==> src/rtl/gray_bin_conv_pipe.sv <==
// Pipelined bidirectional Gray<->binary converter with valid/ready handshake.
// Gray->binary is resolved MSB-first across the stages; binary->Gray finishes in stage 0.
module gray_bin_conv_pipe #(
    parameter int WIDTH  = 4,
    parameter int STAGES = 2
) (
    input  logic             clk,
    input  logic             rst,
    input  logic             in_valid,
    output logic             in_ready,
    input  logic [WIDTH-1:0] in_data,
    input  logic             in_mode,
    output logic             out_valid,
    input  logic             out_ready,
    output logic [WIDTH-1:0] out_data,
    output logic             out_mode,
    output logic             busy
);

    localparam int PER = (WIDTH + STAGES - 1) / STAGES;

    logic [STAGES-1:0] v_q, v_d;
    logic [STAGES-1:0] mode_q, mode_d;
    logic [STAGES-1:0] adv;
    logic [STAGES-1:0] load;
    logic [WIDTH-1:0]  data_q [STAGES];
    logic [WIDTH-1:0]  data_d [STAGES];

    // A Gray word in flight keeps its unresolved low bits as the original Gray bits,
    // so the stage word always carries the full information of the original input.
    function automatic logic [WIDTH-1:0] resolve_stage(input logic [WIDTH-1:0] word,
                                                       input int stage);
        logic [WIDTH-1:0] r;
        logic             carry;
        int               hi;
        int               lo;
        r     = word;
        carry = 1'b0;
        hi    = WIDTH - 1 - stage * PER;
        lo    = WIDTH - (stage + 1) * PER;
        for (int i = WIDTH - 1; i >= 0; i--) begin
            if (i <= hi && i >= lo) begin
                r[i] = carry ^ r[i];
            end
            carry = r[i];
        end
        return r;
    endfunction

    always_comb begin
        adv      = '0;
        load     = '0;
        v_d      = v_q;
        mode_d   = mode_q;
        in_ready = 1'b0;
        for (int k = 0; k < STAGES; k++) begin
            data_d[k] = data_q[k];
        end

        // Advance chain runs from the output back so a consumed word frees the whole pipe.
        adv[STAGES-1] = v_q[STAGES-1] & out_ready;
        for (int k = STAGES - 2; k >= 0; k--) begin
            adv[k] = v_q[k] & (~v_q[k+1] | adv[k+1]);
        end
        in_ready = ~v_q[0] | adv[0];

        load[0] = in_valid & in_ready;
        for (int k = 1; k < STAGES; k++) begin
            load[k] = adv[k-1];
        end

        for (int k = 0; k < STAGES; k++) begin
            v_d[k] = load[k] | (v_q[k] & ~adv[k]);
        end

        if (load[0]) begin
            mode_d[0] = in_mode;
            data_d[0] = in_mode ? (in_data ^ (in_data >> 1)) : resolve_stage(in_data, 0);
        end
        for (int k = 1; k < STAGES; k++) begin
            if (load[k]) begin
                mode_d[k] = mode_q[k-1];
                data_d[k] = mode_q[k-1] ? data_q[k-1] : resolve_stage(data_q[k-1], k);
            end
        end
    end

    always_ff @(posedge clk or posedge rst) begin
        if (rst) begin
            v_q    <= '0;
            mode_q <= '0;
            for (int k = 0; k < STAGES; k++) begin
                data_q[k] <= '0;
            end
        end else begin
            v_q    <= v_d;
            mode_q <= mode_d;
            for (int k = 0; k < STAGES; k++) begin
                data_q[k] <= data_d[k];
            end
        end
    end

    assign out_valid = v_q[STAGES-1];
    assign out_data  = data_q[STAGES-1];
    assign out_mode  = mode_q[STAGES-1];
    assign busy      = |v_q;

endmodule
==> config.mk <==
export PLATFORM = sky130hd
export DESIGN_NAME = gray_bin_conv_pipe
export DESIGN_NICKNAME = d
export VERILOG_FILES = /design/src/rtl/gray_bin_conv_pipe.sv
export SDC_FILE = /design/constraint.sdc
export NUM_CORES = 1
export LEC_CHECK = 0
export ABC_AREA = 1
export BUFFER_PORTS_ARGS = -buffer_cell sky130_fd_sc_hd__buf_4
export CAP_MARGIN = 10
export CORE_MARGIN = 8
export CORE_UTILIZATION = 43
export DETAILED_ROUTE_END_ITERATION = 16
export HOLD_SLACK_MARGIN = 0.06
export PLACE_DENSITY = 0.71
export SLEW_MARGIN = 20
export SYNTH_ARGS = -nofsm -noshare
export SYNTH_HDL_FRONTEND = slang
export SYNTH_SLANG_ARGS = --single-unit
==> constraint.sdc <==
create_clock -name clk -period 0.9 [get_ports clk]
set_input_delay 0.09 -clock clk [delete_from_list [all_inputs] [get_ports clk]]
set_output_delay 0.09 -clock clk [all_outputs]
set_load 0.005 [all_outputs]
* Word level (Yosys, flattened, before mapping)
Cells that the tools add are included.
** Cells by class
- Add/subtract/negate cells :: 0
- Multipliers :: 0
- Divide/modulo/power cells :: 0
- Order comparisons :: 0
- Equality and inequality tests :: 0
- Shift operators :: 0
- Muxes and demuxes :: 4
- Bitwise operators :: 17
- Reduce and logical (&&, ||, !) cells :: 1
** Operator list (count)
- bitwise AND 1 bit :: 5
- two-way mux 4 bit :: 1
- NOT 1 bit :: 4
- OR 1 bit :: 4
- bitwise XOR 4 x 3 -> 4 bit :: 1
- bitwise XOR 1 bit :: 3
- two-way mux 1 bit :: 2
- two-way mux 2 bit :: 1
- OR reduction 2 bit :: 1
** Word-level totals
- Flip-flop bits (word level) :: 12
- Bits in latches :: 0
- Memory bits (writable) :: 0
- Bits in read-only memories :: 0
- Bits of input ports :: 9
- Output and inout port bits :: 8
- Memories kept :: 0

* Longest topological paths before layout
Gate-level depths: netlist (run 1).
- Depth after elaboration :: 8
- Depth in mapped cells :: 6
- Mapped depth without buffers :: 6

* Least setup slack after synthesis (run 1)
Ideal clock, no wire load.
- Kind :: reg-to-reg
- Start :: register v_q[1]
- End :: register data_q (netlist bit out_data[0])
- Setup time :: 0.117 ns
- Arrival time :: 0.788 ns
- Data required time :: 0.783 ns
- Path slack :: -0.005 ns
- Cell stages (with the launch flop) :: 6
- Path buffers :: 0
- Path through :: dfrtp_1 -> nand2_1 -> nand2_1 -> inv_2 -> nand3_1 -> nand2_1
** Between the ends
- Word-level cells in the longest chain between the ends :: 3
** RTL lines
- start: declaration :: RTL line 22 : logic [STAGES-1:0] v_q, v_d;
- start signal: assignment :: RTL line 96 : v_q <= v_d;
- bitwise AND 1 bit / NOT 1 bit (equally long branches) :: RTL line 61, 63
- OR 1 bit * :: RTL line 63 : adv[k] = v_q[k] & (~v_q[k+1] | adv[k+1]);
- bitwise AND 1 bit * :: RTL line 63
- end signal: indexed assignment :: RTL line 99 : data_q[k] <= data_d[k];
- end: declaration :: RTL line 26 : logic [WIDTH-1:0] data_q [STAGES];
Mark *: on every way between the ends. The rest lies on a longest branch, timed or not.
A chain may end at the register's enable or synchronous reset.

* Worst setup path in the final report (run 1)
- Start :: register v_q[1]
- End :: output busy
** Between the ends
- Word-level cells in the longest chain between the ends :: 1
** RTL lines
- OR reduction 2 bit :: RTL line 107 : assign busy = |v_q;
- end: declaration :: RTL line 17 : output logic busy
Every way passes these cells.

==> metrics.txt, run 1 <==
final worst setup slack=-0.246 ns; non-filler cells, final=110; GPL Wtd Cong=0.705; post-synthesis cell type count=15; combinational share of power=32.3%; # H-tree levels=1; Yosys reg bits=12; register share of total power=41.6%; NetSw=about 500 uW; GRT overflow=0; Worst Setup End Kind=output port; WP data required=0.81 ns; Starting Density=45.3%; Data arrival, critical path=1.06 ns; DRC Markers=0; min Tclk post-route=around 1.1 ns; placed insts=94; DR pass1 iterations=2; fin crit share=127%; Core ar.=1270 um^2; cts bufs inserted=3; HPWL after DPL=772 um; die area=around 2800 um^2; maximum clock path buffer count=2; routed vias/inst=4.75; Routed Wire Length=1370 um; synthesized cell area=574 um^2; Peak VDD IR=1160 uV; sequential element share of the synthesized area=between 50% and 60%; die width=roughly 53 um; vias in the first global route=508; fmax=873 MHz; Total GRT Usage=between 10% and 20%; port bufs=16; DR WL/cell=12.5 um; Net Sw Frac=29.6%; Slew Limit Fails=0; status=complete, but fails checks; Least-Margin Pin Slew=0.438 ns; Gate Count Post-Synth=67; Fin. Hold Viols=0; area delta synth->final=63.0%; final setup vio count=13; Max Cap Viol=0; initial antenna violation count=0; post-placement setup slack=-0.0221 ns; global-route wire length before repair=2130 um; worst path cell trace=or2_4 -> buf_6; overall power=1690 uW; DR vias=522; Final Net Count=between 100 and 150; CTS tree=built; syn_area_per_cell=8.57 um^2; layout cells sized above 1=48.4%; final core occ=73.8%; RSZ-0062 raised after global routing=yes; Clock Tree Root=clkbuf_4; clock sinks=12; Min Hold Slack=between 0.07 and 0.08 ns; initial DRC count=3; number of cell rows=13; largest net degree at the start of global routing=13; internal power=1190 uW; insertion delay to the later sink of the worst-skew pair=0.28 ns; worst min path class=input pin to flop; Power per Cell Area=roughly 1800 nW/um^2; leakage power=0.000475 uW; Die Y=52.5 um; Layout Skew=approximately 0.0033 ns; slowest CP cell=dfrtp_1; synth warn=0; violated checks=setup timing; slew margin rel.=70.8%; diode count=0; clock power share=a little over a quarter; Reg clk slew, reported paths=around 0.08 ns; CP Max Fanout=4; CP startpoint kind=flop; Syn Nets=76; CP peak stage delay=between 0.4 and 0.5 ns; I/O Pins=17; number of routed nets with antenna violations=0; worst setup path class=flop to output port
metal layers:
layer	part of all wire (%)	global-route usage, %
met2	53	17.4
met5	0	0
met4	4.5	11.6
met1	38	10.7
met3	4.5	1.99
power groups by stage:
stage	sequential, uW	clock [uW]	combinational (uW)
5_1_grt	712	470	593
2_1_floorplan	689	0	233
4_1_cts	691	447	448
3_3_place_gp	699	0	327
6_report	703	441	545
3_5_place_dp	701	0	332
per-stage QoR:
stage	setup TNS (ns)	instance area (um^2)
after detailed placement	-0.0768	686
after CTS	-1.62	877
after floorplan	0	577
after global placement	-0.00537	686
after global routing	-2.35	936
final	-1.74	936
path summary, 6_finish.rpt:
kind | start | to | slack [ns] | depth (start not counted)
min in group asynchronous | rst | out_data[3]$_DFFE_PP0P_ | 0.37 | 3
setup / recovery | v_q[1]$_DFF_PP0_ | busy | -0.25 | 2
hold reg to reg | out_data[3]$_DFFE_PP0P_ | out_data[3]$_DFFE_PP0P_ | 0.51 | 2
setup reg to reg | v_q[1]$_DFF_PP0_ | mode_q[0]$_DFFE_PP0P_ | -0.17 | 6
max in group asynchronous | rst | out_data[1]$_DFFE_PP0P_ | 0.22 | 3
hold / removal | in_mode | mode_q[0]$_DFFE_PP0P_ | 0.07 | 3
critical path, delay by kind of cell (launching register included):
family	cells	cell delay [ns]
simple gates	1	0.24
buf+inv	1	0.11
flops	1	0.42
area by class of cell:
| class | instances | area, um^2 |
|---|---|---|
| clock buffers | 4 | 36.3 |
| fillers | 101 | 333 |
| inverters | 9 | 36.3 |
| multi-input cells | 43 | 288 |
| flip-flops and latches | 12 | 300 |
| well taps | 15 | 18.8 |
| repair buffers | 27 | 256 |
flip-flops by register name, summed over array words and instances (netlist names):
signal    cells
out_data      4
v_q           2
mode_q        2
data_q        4
timing repair:
action | in CTS | in global routing
hold endpoints to repair | 13 | 0
pin swaps | 3 | 0
hold buffers | 2 | 0
endpoints found under the setup margin | 12 | 19
setup buffers | 6 | 3
gates resized for setup | 23 | 12
cloned | 1 | 0
layout by cell type (no fill, tap or decap):
cell type / instances
clkbuf_8: 1
nand3_2: 1
nand3_4: 1
nand3_1: 2
xnor2_1: 1
clkbuf_4: 3
or2_4: 1
xor2_1: 2
o21ai_1: 5
dfrtp_1: 12
dlygate4sd3_1: 2
o21ai_2: 1
nand2_2: 7
inv_1: 8
nand2_1: 16
a21oi_2: 1
buf_4: 12
nand2_8: 2
buf_6: 13
nand4_1: 1
inv_4: 1
nand2_4: 1
nor2_4: 1
cells by family after synthesis:
kind of cell,count (synthesis),synth area share [%]
AOI/OAI and AO/OA,7,6.75
xor gates and xnor gates,3,4.58
buffers and inverters,13,11.1
DFF,12,52.3
and+or+nand+nor,32,25.3
cells in the mapped netlist (all sizes together):
master  number  share of area (%)
nor2         1                1.1
or2          1                1.1
nand2       25                 18
xnor2        1                1.5
dfrtp       12                 52
o21ai        6                5.2
xor2         2                3.1
a21oi        1                1.5
buf          4                5.2
nand3        4                4.4
nand4        1                1.1
inv          9                5.9
Note: power is estimated with default switching activity, not from simulation.
==> run 2, diff against run 1 <==
--- a/config.mk
+++ b/config.mk
@@ -8,11 +8,11 @@
 export ABC_AREA = 1
 export BUFFER_PORTS_ARGS = -buffer_cell sky130_fd_sc_hd__buf_4
 export CAP_MARGIN = 10
-export CORE_MARGIN = 8
-export CORE_UTILIZATION = 43
+export CORE_AREA = 8 8 45 47
 export DETAILED_ROUTE_END_ITERATION = 16
+export DIE_AREA = 0 0 53 55
 export HOLD_SLACK_MARGIN = 0.06
-export PLACE_DENSITY = 0.71
+export PLACE_DENSITY = 0.69
 export SLEW_MARGIN = 20
 export SYNTH_ARGS = -nofsm -noshare
 export SYNTH_HDL_FRONTEND = slang
==> constraint.sdc (replaced) <==
create_clock -name clk -period 1.31 [get_ports clk]
set_input_delay 0.131 -clock clk [delete_from_list [all_inputs] [get_ports clk]]
set_output_delay 0.131 -clock clk [all_outputs]
set_load 0.005 [all_outputs]
==> metrics.txt, run 2 (synthesis results as in run 1) <==
status=complete, no violations (was complete, but fails checks); Clock Tree Root=clkbuf_4 (unchanged); Slew Limit Fails=0 (unchanged); final setup vio count=0 (was 13); Routed Wire Length=1060 um (was 1370 um); NetSw=265 uW (was 500 uW); fmax=796 MHz; combinational share of power=24.2% (was 32.3%); most frequent cells in the layout=24 x nand2_1, 16 x buf_4, 12 x dfrtp_1, 8 x inv_1, 6 x o21ai_0 (was 16 x nand2_1, 13 x buf_6, 12 x dfrtp_1, 12 x buf_4, 8 x inv_1); Total GRT Usage=8.32% (was 10.7%); GRT overflow=0 (unchanged); HPWL after DPL=828 um (was 772 um); Final Net Count=94 (was 105); number of routed nets with antenna violations=0 (unchanged); Fin. Hold Viols=0 (unchanged); maximum clock path buffer count=2 (unchanged); leakage power=0.000388 uW (was 0.000475 uW); port bufs=16 (unchanged); overall power=922 uW (was 1690 uW); initial antenna violation count=0 (unchanged); CP top delay family=flip-flops (unchanged); Net Sw Frac=28.8% (was 29.6%); CP peak stage delay=0.42 ns (about the same); number of cell rows=14 (was 13); initial DRC count=8 (was 3); CP Buf/Inv Count=1 (unchanged); DR pass1 iterations=4 (was 2); die width=53 um (was 52.5 um); die area=2920 um^2 (was 2760 um^2); area delta synth->final=24.8% (was 63.0%); Least-Margin Pin Slew=0.448 ns (was 0.438 ns); Worst Setup End Kind=output port (unchanged); CP startpoint kind=flop (unchanged); global-route wire length before repair=1730 um (was 2130 um); Power per Cell Area=1290 nW/um^2 (was 1800 nW/um^2); I/O Pins=17 (unchanged); diode count=0 (unchanged); slowest CP cell=dfrtp_1 (unchanged); RSZ-0062 raised after global routing=no (was yes); most common cell after layout, fill and taps aside=nand2_1 (unchanged); # H-tree levels=1 (unchanged); Fin Setup TNS=0 ns (was -1.74 ns); worst setup path class=flop to output port (unchanged); routed vias/inst=4.63 (was 4.75); Die Y=55 um (was 52.5 um); layout cells sized above 1=30.1% (was 48.4%); Max Cap Viol=0 (unchanged); CP Max Fanout=4 (unchanged); Layout fillers=139 (was 101); Peak VDD IR=570 uV (was 1160 uV); Starting Density=41.5% (was 45.3%); Data arrival, critical path=1.12 ns (was 1.06 ns); vias in the first global route=412 (was 508); min Tclk post-route=1.26 ns; internal power=657 uW (was 1190 uW); WP data required=1.18 ns (was 0.81 ns); insertion delay to the later sink of the worst-skew pair=0.27 ns (was 0.28 ns); worst path cell trace=or2_2 -> buf_4 (was or2_4 -> buf_6); cts bufs inserted=3 (unchanged); largest net degree at the start of global routing=13 (unchanged); DRC Markers=0 (unchanged); Layout Skew=0.000873 ns (was 0.00331 ns); CTS tree=built (unchanged); register share of total power=51.6% (was 41.6%); clock sinks=12 (unchanged); DR vias=458 (was 522); DR WL/cell=10.7 um (was 12.5 um); Core ar.=1380 um^2 (was 1270 um^2); fin crit share=about 96%; GPL Wtd Cong=0.696 (was 0.705); Reg clk slew, reported paths=0.07 ns (was 0.08 ns); worst min path class=input pin to flop (unchanged); clock power share=24.2% (was 26.1%); post-CTS setup buffer count=0 (was 6); slew margin rel.=70.1% (was 70.8%)
run 2: power by group through the flow:
stage	clock network (uW)	registers (uW)	logic, uW
4_1_cts	231	477	231
3_3_place_gp	0	483	223
6_report	223	476	223
2_1_floorplan	0	473	159
3_5_place_dp	0	484	227
5_1_grt	243	487	258
run 2: final timing paths:
check / endpoint / start / depth (start not counted) / slack (ns)
min in group asynchronous: mode_q[1]$_DFFE_PP0P_ / rst / 3 / 0.42
min reg2reg: out_data[1]$_DFFE_PP0P_ / out_data[1]$_DFFE_PP0P_ / 2 / 0.49
min: v_q[0]$_DFF_PP0_ / in_valid / 3 / 0.08
max: busy / v_q[1]$_DFF_PP0_ / 2 / 0.05
max reg2reg: out_data[0]$_DFFE_PP0P_ / v_q[1]$_DFF_PP0_ / 5 / 0.35
max in group asynchronous: data_q[6]$_DFFE_PP0P_ / rst / 3 / 0.58
run 2: layout make-up:
type / instances / area (um^2) / share of cell area (%)
Timing Repair Buffer: 17 / 130 / 18.2
Clock buffer: 3 / 22.5 / 3.14
Multi-Input combinational cell: 42 / 210 / 29.3
Inverter: 9 / 33.8 / 4.71
Sequential cell: 12 / 300 / 41.9
Tap cell: 16 / 20.0 / 2.79
run 2: worst reg2reg max path: stages (launching register included):
cell and delay, ns:
dfrtp_1 0.40, nand2_1 0.08, nand2_1 0.19, inv_2 0.07, nand3_1 0.08, nand2_1 0.04
run 2: metrics by stage:
stage,instances,util [%],worst slack [ns],area (um^2),hold WS (ns)
floorplan,67,-,0.405,574,-0.00430
global placement,95,49.5,0.369,684,0.162
detailed placement,95,49.5,0.338,684,0.171
CTS,99,51.8,0.0481,717,0.0775
global route,99,51.8,0.0237,717,0.0903
finish,99,51.8,0.0540,717,0.0820
run 2: timing repair:
item | 4_1_cts | 5_1_grt
gates resized for setup | 0 | 0
hold buffers | 1 | 0
hold endpoints to repair | 12 | 0
endpoints found under the setup margin | 0 | 0
run 2: metal layers:
metal | up-vias | track usage, % | share of wire [%]
li1 | 239 | - | -
met3 | 4 | 1.87 | 5.6
met1 | 202 | 9.03 | 43
met5 | - | 0 | 0
met2 | 13 | 11.5 | 46
met4 | 0 | 11.6 | 5.0
==> run 3, diff against run 2 <==
--- a/config.mk
+++ b/config.mk
@@ -12,7 +12,7 @@
 export DETAILED_ROUTE_END_ITERATION = 16
 export DIE_AREA = 0 0 53 55
 export HOLD_SLACK_MARGIN = 0.06
-export PLACE_DENSITY = 0.69
+export PLACE_DENSITY_LB_ADDON = 0.12
 export SLEW_MARGIN = 20
 export SYNTH_ARGS = -nofsm -noshare
 export SYNTH_HDL_FRONTEND = slang
==> metrics.txt, run 3 (synthesis results as in run 1) <==
status=complete, no violations (unchanged); non-filler cells, final=99 (unchanged); WP data required=1.18 ns (about the same); die area=2920 um^2 (unchanged); CTS hold repair buffers=1 (unchanged); die width=53 um (unchanged); DRC Markers=0 (unchanged); DR pass1 iterations=4 (unchanged); diode count=0 (unchanged); final setup vio count=0 (unchanged); Total GRT Usage=8.50% (was 8.32%); port bufs=16 (unchanged); Die Y=55 um (unchanged); vias in the first global route=411 (was 412); CP Max Fanout=4 (unchanged); fin crit share=95.1% (was 95.9%); cts bufs inserted=3 (unchanged); initial DRC count=15 (was 8); global-route wire length before repair=1770 um (was 1730 um); slew margin rel.=70.3% (was 70.1%); DR vias=443 (was 458); Clock Tree Root=clkbuf_4 (unchanged); leakage power=0.000388 uW (unchanged); Routed Wire Length=993 um (was 1060 um); overall power=922 uW (about the same); initial antenna violation count=0 (unchanged); worst setup path class=flop to output port (unchanged); most common cell after layout, fill and taps aside=nand2_1 (unchanged); CP startpoint kind=flop (unchanged); Starting Density=41.5% (unchanged); area delta synth->final=24.8% (unchanged); # H-tree levels=1 (unchanged); Least-Margin Pin Slew=0.445 ns (was 0.448 ns); RSZ-0062 raised after global routing=no (unchanged); Final Net Count=94 (unchanged); Data arrival, critical path=1.12 ns (about the same); Max Cap Viol=0 (unchanged); Min Hold Slack=0.0753 ns (was 0.0820 ns); Fin. Hold Viols=0 (unchanged); HPWL after DPL=770 um (was 828 um); CTS tree=built (unchanged); routed vias/inst=4.47 (was 4.63); maximum clock path buffer count=2 (unchanged); Slew Limit Fails=0 (unchanged); post-CTS setup buffer count=0 (unchanged); number of cell rows=14 (unchanged); I/O Pins=17 (unchanged); Core ar.=1380 um^2 (unchanged); insertion delay to the later sink of the worst-skew pair=0.27 ns (about the same); GRT overflow=0 (unchanged); final core occ=51.8% (unchanged); Power per Cell Area=1290 nW/um^2 (about the same); fmax=802 MHz (was 796 MHz); Layout Skew=0.00440 ns (was 0.000873 ns); number of routed nets with antenna violations=0 (unchanged); Peak VDD IR=583 uV (was 570 uV); clock sinks=12 (unchanged); largest net degree at the start of global routing=13 (unchanged); worst min path class=input pin to flop (unchanged); min Tclk post-route=1.25 ns (was 1.26 ns); most frequent cells in the layout=24 x nand2_1, 16 x buf_4, 12 x dfrtp_1, 8 x inv_1, 6 x o21ai_0 (unchanged); Reg clk slew, reported paths=0.07 ns (about the same); post_cts resized=0 (unchanged); DR WL/cell=10.0 um (was 10.7 um); placed insts=95 (unchanged); GPL Wtd Cong=0.731 (was 0.696); Worst Setup End Kind=output port (unchanged); Fin Setup TNS=0 ns (unchanged); layout cells sized above 1=30.1% (unchanged)
run 3: cell counts in the layout (fill, tap and decap cells not counted):
No cell type changed its count.
run 3: per-stage QoR:
step	setup WS (ns)	cell area, um^2
CTS	0.0483	717
finish	0.0638	717
detailed placement	0.348	684
global placement	0.368	684
global route	0.0166	717
floorplan	0.405	574
run 3: layout make-up:
cell class | instances | area, um^2
Timing Repair Buffer | 17 | 130
Clock buffer | 3 | 22.5
Sequential cell | 12 | 300
Multi-Input combinational cell | 42 | 210
Tap cell | 16 | 20.0
Inverter | 9 | 33.8
Fill cell | 140 | 667
run 3: worst max-delay path: stages (launching register included):
cell and delay (ns):
dfrtp_1 0.41, or2_2 0.30, buf_4 0.13
run 3: final timing paths:
kind | end | startpoint | slack (ns) | depth (start not counted)
max in group asynchronous | data_q[5]$_DFFE_PP0P_ | rst | 0.59 | 3
worst min register to register | data_q[7]$_DFFE_PP0P_ | data_q[7]$_DFFE_PP0P_ | 0.48 | 2
worst min-delay path | v_q[0]$_DFF_PP0_ | in_valid | 0.08 | 3
worst max register to register | out_data[0]$_DFFE_PP0P_ | v_q[1]$_DFF_PP0_ | 0.34 | 5
min in group asynchronous | out_data[3]$_DFFE_PP0P_ | rst | 0.41 | 3
worst max-delay path | busy | v_q[1]$_DFF_PP0_ | 0.06 | 2
run 3: routing by layer:
metal	share of wire (%)	global-route usage [%]	vias up
li1	-	-	237
met1	48	10.0	184
met2	40	10.9	17
met3	6.9	2.67	5
met4	4.9	10.3	0
met5	0	0	-
run 3: where the power goes:
part | internal [uW] | switching, uW | total [uW]
clock network | 107 | 120 | 226
logic | 116 | 107 | 222
registers | 435 | 39.1 | 474
total | 657 | 265 | 922
